==> config.mk <==
export PLATFORM = sky130hd
export DESIGN_NAME = systolic_skew_feeder_flat
export DESIGN_NICKNAME = d
export VERILOG_FILES = /design/src/rtl/systolic_skew_feeder_pkg.sv /design/src/rtl/systolic_skew_feeder_if.sv /design/src/rtl/systolic_skew_feeder_lane.sv /design/src/rtl/systolic_skew_feeder.sv /design/src/flat_wrapper.sv
export SDC_FILE = /design/constraint.sdc
export NUM_CORES = 1
export LEC_CHECK = 0
export ABC_CLOCK_PERIOD_IN_PS = 4730
export BUFFER_PORTS_ARGS = -buffer_cell sky130_fd_sc_hd__buf_2
export CORE_MARGIN = 8
export CORE_UTILIZATION = 58
export DETAILED_ROUTE_END_ITERATION = 10
export GPL_TIMING_DRIVEN = 0
export PLACE_DENSITY = 0.76
export SLEW_MARGIN = 15
export SYNTH_ARGS = -nofsm -noshare
export SYNTH_HDL_FRONTEND = slang
export SYNTH_HIERARCHICAL = 1
export SYNTH_SLANG_ARGS = --single-unit
==> constraint.sdc <==
create_clock -name clk -period 4.73 [get_ports clk]
set_clock_uncertainty 0.15 [all_clocks]
set_input_delay 0.946 -clock clk [delete_from_list [all_inputs] [get_ports clk]]
set_output_delay 0.946 -clock clk [all_outputs]
set_load 0.1 [all_outputs]
==> src/rtl/systolic_skew_feeder_pkg.sv <==
// systolic_skew_feeder_pkg: shared widths, FSM state and element vector type for the skew feeder
package systolic_skew_feeder_pkg;
  localparam int BITS_AB_DEF = 8;
  localparam int DIM_DEF = 8;
  typedef enum logic {IDLE, STREAM} state_t;
  typedef logic signed [BITS_AB_DEF-1:0] elem_vec_t [DIM_DEF];
endpackage

==> src/rtl/systolic_skew_feeder_if.sv <==
// systolic_skew_feeder_if: matrix load, start and skewed wavefront output bundle
interface systolic_skew_feeder_if #(
  parameter int BITS_AB = systolic_skew_feeder_pkg::BITS_AB_DEF,
  parameter int DIM = systolic_skew_feeder_pkg::DIM_DEF
);
  logic wr_en;
  logic [$clog2(DIM)-1:0] wr_row;
  logic signed [BITS_AB-1:0] wr_data [DIM];
  logic start;
  logic busy;
  logic out_valid;
  logic signed [BITS_AB-1:0] out_data [DIM];
  logic done;
  modport master (output wr_en, wr_row, wr_data, start, input busy, out_valid, out_data, done);
  modport slave (input wr_en, wr_row, wr_data, start, output busy, out_valid, out_data, done);
endinterface

==> src/rtl/systolic_skew_feeder_lane.sv <==
// systolic_skew_lane: picks element t-R of this lane's source vector, zero outside the diagonal window
module systolic_skew_lane #(
  parameter int BITS_AB = 8,
  parameter int DIM = 8,
  parameter int R = 0,
  parameter int CW = $clog2(2*DIM)
) (
  input  logic [CW-1:0] t,
  input  logic signed [BITS_AB-1:0] src [DIM],
  output logic signed [BITS_AB-1:0] val
);
  localparam int AW = $clog2(DIM);
  logic [CW-1:0] k;
  logic in_rng;
  always_comb begin
    k = t - CW'(R);
    in_rng = t >= CW'(R) && k < CW'(DIM);
    val = in_rng ? src[k[AW-1:0]] : '0;
  end
endmodule

==> src/rtl/systolic_skew_feeder.sv <==
// systolic_skew_feeder: buffers a DIM x DIM matrix and streams it as a diagonal wavefront, lane r delayed r steps
module systolic_skew_feeder
  import systolic_skew_feeder_pkg::*;
#(
  parameter int BITS_AB = BITS_AB_DEF,
  parameter int DIM = DIM_DEF,
  parameter bit TRANSPOSE = 1'b0
) (
  input logic clk,
  input logic rst_n,
  input logic en,
  systolic_skew_feeder_if.slave bus
);
  localparam int CW = $clog2(2*DIM);
  localparam logic [CW-1:0] T_LAST = CW'(2*DIM-1);
  state_t state_q, state_d;
  logic [CW-1:0] t_q, t_d;
  logic signed [BITS_AB-1:0] m_q [DIM][DIM];
  logic signed [BITS_AB-1:0] m_d [DIM][DIM];
  logic signed [BITS_AB-1:0] lane_src [DIM][DIM];
  logic signed [BITS_AB-1:0] step_val [DIM];
  logic signed [BITS_AB-1:0] out_data_q [DIM];
  logic signed [BITS_AB-1:0] out_data_d [DIM];
  logic out_valid_q, out_valid_d, busy_q, busy_d, done_q, done_d;
  logic go, fin, adv;
  // the B side reads columns, so each lane sees its column as a flat vector
  always_comb begin
    for (int r = 0; r < DIM; r++)
      for (int i = 0; i < DIM; i++)
        lane_src[r][i] = TRANSPOSE ? m_q[i][r] : m_q[r][i];
  end
  for (genvar r = 0; r < DIM; r++) begin : g_lane
    systolic_skew_lane #(.BITS_AB(BITS_AB), .DIM(DIM), .R(r), .CW(CW)) u_lane (
      .t(t_q),
      .src(lane_src[r]),
      .val(step_val[r])
    );
  end
  always_ff @(posedge clk or negedge rst_n) begin
    if (!rst_n) begin
      state_q <= IDLE;
      t_q <= '0;
      m_q <= '{default: '0};
      out_data_q <= '{default: '0};
      out_valid_q <= 1'b0;
      busy_q <= 1'b0;
      done_q <= 1'b0;
    end else begin
      state_q <= state_d;
      t_q <= t_d;
      m_q <= m_d;
      out_data_q <= out_data_d;
      out_valid_q <= out_valid_d;
      busy_q <= busy_d;
      done_q <= done_d;
    end
  end
  always_comb begin
    go = state_q == IDLE && bus.start && !bus.wr_en;
    fin = state_q == STREAM && en && t_q == T_LAST;
    state_d = go ? STREAM : fin ? IDLE : state_q;
  end
  // t_q is 0 in IDLE, so the lanes already present step 0 when start is accepted
  always_comb begin
    adv = state_q == STREAM && en && !fin;
    m_d = m_q;
    if (state_q == IDLE && bus.wr_en) m_d[bus.wr_row] = bus.wr_data;
    t_d = fin ? '0 : (go || adv) ? t_q + 1'b1 : t_q;
    out_data_d = out_data_q;
    if (fin) out_data_d = '{default: '0};
    else if (go || adv) out_data_d = step_val;
    out_valid_d = go ? 1'b1 : fin ? 1'b0 : out_valid_q;
    busy_d = go ? 1'b1 : fin ? 1'b0 : busy_q;
    done_d = fin;
  end
  assign bus.out_data = out_data_q;
  assign bus.out_valid = out_valid_q;
  assign bus.busy = busy_q;
  assign bus.done = done_q;
endmodule

==> src/flat_wrapper.sv <==
// flat-port wrapper written by rule: the top's interface ports become plain ports
module systolic_skew_feeder_flat import systolic_skew_feeder_pkg::*;
#(
  parameter int BITS_AB = BITS_AB_DEF,
  parameter int DIM = DIM_DEF,
  parameter bit TRANSPOSE = 1'b0
)
  (clk, rst_n, en, bus_wr_en, bus_wr_row, bus_wr_data, bus_start, bus_busy, bus_out_valid, bus_out_data, bus_done);
  systolic_skew_feeder_if #(.BITS_AB(BITS_AB), .DIM(DIM)) bus_i ();
  input logic clk;
  input logic rst_n;
  input logic en;
  input wire logic [$bits(bus_i.wr_en)-1:0] bus_wr_en;
  input wire logic [$bits(bus_i.wr_row)-1:0] bus_wr_row;
  input wire logic [$bits(bus_i.wr_data)-1:0] bus_wr_data;
  input wire logic [$bits(bus_i.start)-1:0] bus_start;
  output wire logic [$bits(bus_i.busy)-1:0] bus_busy;
  output wire logic [$bits(bus_i.out_valid)-1:0] bus_out_valid;
  output wire logic [$bits(bus_i.out_data)-1:0] bus_out_data;
  output wire logic [$bits(bus_i.done)-1:0] bus_done;
  assign bus_i.wr_en = bus_wr_en;
  assign bus_i.wr_row = bus_wr_row;
  assign bus_i.wr_data = {>>{bus_wr_data}};
  assign bus_i.start = bus_start;
  assign bus_busy = bus_i.busy;
  assign bus_out_valid = bus_i.out_valid;
  assign bus_out_data = {>>{bus_i.out_data}};
  assign bus_done = bus_i.done;
  systolic_skew_feeder #(.BITS_AB(BITS_AB), .DIM(DIM), .TRANSPOSE(TRANSPOSE)) u_core (.clk(clk), .rst_n(rst_n), .en(en), .bus(bus_i));
endmodule
Yosys cells after proc, flatten, opt, wreduce, memory -nomap -nowiden --
Cells that the tools add are included.
Word-level totals: bits in registers 582, output and inout bits 67, logic and storage cells 181
Cells by class: $add $sub $neg 8, order comparisons 26, equal/unequal tests 1, multiplexer cells 41, bitwise gates (word level) 10, reduce and logical (&&, ||, !) cells 20
Operators by type and width (number):
- $bwmux W512 | 1
- $bmux W8 S3 | 8
- $demux W64 S3 | 1
- $mux W64 | 3
- $mux W8 | 24
- $ge A4 B4 Y1 const B | 9
- $not A3 Y4 | 9
- $lt A4 B4 Y1 const B | 8
- $ge A4 B3 Y1 const B | 4
- $sub A4 B3 Y4 const B | 4
- $logic_and A1 B1 Y1 | 15
- $ge A4 B1 Y1 const B | 2
- $ge A4 B2 Y1 const B | 2
- $mux W4 | 2
- $sub A4 B2 Y4 const B | 2
- $add A4 B1 Y4 const B | 1
- $eq A4 B4 Y1 const B | 1
- $lt A4 B1 Y1 const B | 1
- $reduce_bool A2 Y1 | 2
- $sub A4 B1 Y4 const B | 1
- $logic_not A1 Y1 | 2
- $mux W1 | 2
- $logic_or A1 B1 Y1 | 1
- $not A1 Y1 | 1

Logic depth before layout (Yosys ltp) --
word-level depth 8, mapped depth 8, depth with buffers taken out 7

Cells and area by module --
Netlist, hierarchy kept.
By module, submodules not included:
- systolic_skew_feeder | instances 1, cells an instance 1256, area each 21750.9 um^2, seq. area each 14564.0 um^2
- systolic_skew_lane (u_core.g_lane[3].u_lane) | instances 1, cells an instance 75, area each 720.7 um^2, seq. area each 0.0 um^2
- systolic_skew_lane (u_core.g_lane[5].u_lane) | instances 1, cells an instance 74, area each 699.4 um^2, seq. area each 0.0 um^2
- systolic_skew_lane (u_core.g_lane[7].u_lane) | instances 1, cells an instance 81, area each 691.9 um^2, seq. area each 0.0 um^2
- systolic_skew_lane (u_core.g_lane[1].u_lane) | instances 1, cells an instance 74, area each 663.1 um^2, seq. area each 0.0 um^2
- systolic_skew_lane (u_core.g_lane[2].u_lane) | instances 1, cells an instance 74, area each 645.6 um^2, seq. area each 0.0 um^2
- systolic_skew_lane (u_core.g_lane[6].u_lane) | instances 1, cells an instance 51, area each 620.6 um^2, seq. area each 0.0 um^2
- systolic_skew_lane (u_core.g_lane[0].u_lane) | instances 1, cells an instance 38, area each 553.0 um^2, seq. area each 0.0 um^2
- systolic_skew_lane (u_core.g_lane[4].u_lane) | instances 1, cells an instance 39, area each 545.5 um^2, seq. area each 0.0 um^2

Worst setup path before layout --
OpenSTA, ideal clock, no wires.
path kind register -> output, start point register, netlist name u_core/bus.busy, end point output bus_out_valid, data arrival time 1428 ps, required time 3634 ps, setup slack 2206 ps, cell stages (with the launch flop) 2, path through dfrtp_1 buf_4
RTL lines:
- end: declaration | RTL line flat_wrapper.sv:18 | output wire logic [$bits(bus_i.out_valid)-1:0] bus_out_valid;

==> impl_metrics.toml <==
[worst_setup_path]
startpoint_type = "flop"
path_max_fanout = 22
critical_path_required_ns = 5.13
endpoint_kind = "flop"
path_class = "reg2reg"
cpMaxStageDelayCell = "dfrtp_1"
crit_family = "compound AO/OA/AOI/OAI gates"
cp_num_buf_inv = 2
path_cells = "inv_1, ha_1, nand2b_1, buf_1, o22ai_1, a211oi_1, a22o_1"
path_depth = 7
cp-startpoint = "u_core/t_q[1]$_DFFE_PN0P_"
r2r_start = "u_core/t_q[1]$_DFFE_PN0P_"
critPathMaxStageDelay_ns = 1.12
r2r_slack_ns = 1.04
r2r_cells = 7
cp-endpoint = "u_core/bus.out_data[40]$_DFFE_PN0P_"
r2r_end = "u_core/bus.out_data[40]$_DFFE_PN0P_"
worst_ep_arrival_time_ns = 4.09

[clocking]
hold_buffers = 0
cts_tree = "built"
cts_made_buffers = 59
htree_levels = 2
postCtsSetupRepairBufs = 0
cts_resized = 0
clkSlewWorstSetupHoldPaths_ns = 0.06
cts_sinks = 582
clockBufferDepth = 3
insertion_delay_ns = 0.61
cts-root-buf = "clkbuf_16"

[synth]
synth_edf_count = 0
yosysWarnings = 6
synth.ff_latch_count = 582
yosysUniqueCellTypes = 56
netlist_area_um2 = 26900
ys_seq_area_share_pct = 54.2
synth_top_flop_cell = "dfrtp_1"
syn-instance-count = 1762
synth_fp_nets = 1844
syn_area_per_cell_um2 = 15.3
async_reset_ff_share_pct = 100

[drt]
wirelength_mm = 83.4
firstDrtPassIters = 5
wl_per_cell_um = 31.8
num_vias = 17259
drt_iter0_drc = 1653
avgViaCountPerCell = 6.58
drc_errors = 0
antenna_left = 0

[sta]
finalHoldViolCount = 0
slew_violations = 0
rsz0062_at_grt = "false"
fin_crit_sh_pct = 78.0
max_freq_mhz = 271
final.min_clock_period_ns = 3.69
slew_headroom_pct = 17.6
finalSetupViolations = 0
worst_pin_slew_ns = 1.23

[placement]
port_buffers = 138
dpl.hpwl_mm = 52.9
gp_congestion = 0.896
placed_area_um2 = 28500

[die]
core-area_um2 = 46200
die_area_um2 = 53500
die_x_um = 231
io_pins = 139
rows = 79
die_y_um = 231
start_util_pct = 58.3

[final_layout]
drive_above_1_share_pct = 49.7
fillCellCount = 3324
final_cell_area_um2 = 30400
final_nets = 2049
multi_input_area_um2 = 11400
syn_to_final_growth_pct = 12.9
regArea_um2 = 14600

[global_route]
grt_pass1_wl_mm = 122
overflow = 0
grt_use_total_pct = 31.2
grt_max_degree = 99
antenna_found_initial = 17
grt_pass1_vias = 17902

[hold_path]
hp-class = "in2async"

[power_and_ir_drop]
finalPower_mw = 24.0
leakagePower_nw = 14.9
ir_drop_mv = 0.873
p_per_area_nw_per_um2 = 791

[outcome]
status = "completed"

[run]
maxCapViolCount = 0
==> layout by cell type, fill, tap and decap left out, types with 14 or more instances in the layout <==
master,netlist,layout
clkbuf_1,4,22
o22ai_1,56,56
a22o_1,78,78
nor2_1,21,21
inv_1,26,26
buf_2,58,195
a211oi_1,24,24
mux2_4,68,68
buf_6,22,22
clkbuf_16,0,61
mux2_2,542,542
mux4_2,15,15
mux4_1,31,31
buf_4,22,22
mux2_1,14,14
dfrtp_1,582,581
mux2i_1,49,49
==> per-stage QoR <==
step	setup TNS (ns)	utilization (%)	cells	setup slack, ns	hold slack, ns
final	0	65.8	2621	1.04	0.182
after global routing	0	65.7	2610	1.05	0.230
after global placement	-5142.66	61.4	2507	-8.90	0.328
after detailed placement	0	61.8	2513	1.02	0.335
after CTS	0	65.7	2610	1.01	0.184
after floorplan	0	-	1762	2.21	0.320
==> registers in the layout (all words and copies together) (netlist names) <==
signal	count
u_core/bus.out_data	64
u_core/lane_src	512
u_core/t_q	4
u_core/bus.done	1
u_core/bus.busy	1
==> per-layer routing <==
layer | track usage (%) | vias to the layer above | wire length, µm
met5 | 0 | - | 13
met4 | 13.8 | 2 | 3490
met3 | 5.84 | 178 | 6990
met2 | 47.4 | 804 | 38400
met1 | 43.7 | 9254 | 34400
li1 | - | 7021 | -
==> synthesized netlist by cell type, types with 14 or more instances <==
| cell type | count | area share, % |
|---|---|---|
| dfrtp_1 | 582 | 54 |
| mux2_2 | 542 | 23 |
| a22o_1 | 78 | 2.5 |
| mux2_4 | 68 | 3.8 |
| buf_2 | 58 | 1.1 |
| o22ai_1 | 56 | 1.3 |
| mux2i_1 | 49 | 1.8 |
| mux4_1 | 31 | 3.0 |
| inv_1 | 26 | 0.36 |
| a211oi_1 | 24 | 0.67 |
| buf_4 | 22 | 0.61 |
| buf_6 | 22 | 0.92 |
| nor2_1 | 21 | 0.29 |
| mux4_2 | 15 | 1.3 |
| mux2_1 | 14 | 0.59 |
==> power by group <==
part | internal [mW] | switching (mW) | total (mW)
Combinational | 4.92 | 5.96 | 10.9
Clock | 2.60 | 1.91 | 4.50
Sequential | 7.25 | 1.38 | 8.63
Total | 14.8 | 9.24 | 24.0
==> worst min path at each step <==
stage                     depth (start not counted)                          endpoint  slack (ns)                             start
after floorplan                                   1  u_core/lane_src[215]$_DFFE_PN0P_        0.32  u_core/lane_src[215]$_DFFE_PN0P_
after global placement                            1  u_core/lane_src[484]$_DFFE_PN0P_        0.33  u_core/lane_src[484]$_DFFE_PN0P_
after detailed placement                          1  u_core/lane_src[483]$_DFFE_PN0P_        0.33  u_core/lane_src[483]$_DFFE_PN0P_
after CTS                                         1  u_core/lane_src[379]$_DFFE_PN0P_        0.18                             rst_n
after global routing                              1  u_core/lane_src[379]$_DFFE_PN0P_        0.23                             rst_n
final                                             1  u_core/lane_src[379]$_DFFE_PN0P_        0.18                             rst_n
==> layout make-up <==
cell class              instances  area share, %
well taps                     607           2.50
multi-input cells            1037           37.4
diodes                         11         0.0906
clock buffers                  89           5.70
inverters                      26          0.321
repair buffers                144           2.85
clock inverters                 8          0.305
plain buffers                 117           2.86
flip-flops and latches        582           48.0
==> logic make-up after synthesis <==
logic type / count (synthesis) / synth area share [%]
multiplexers: 719 / 33.2
flip-flops: 582 / 54.2
AO/OA/AOI/OAI: 203 / 6.25
buffers and inverters: 143 / 3.59
AND/OR/NAND/NOR: 97 / 2.08
adder cells (fa/ha/maj): 10 / 0.465
XOR/XNOR: 8 / 0.261
Power figures use the tool's default switching activity.
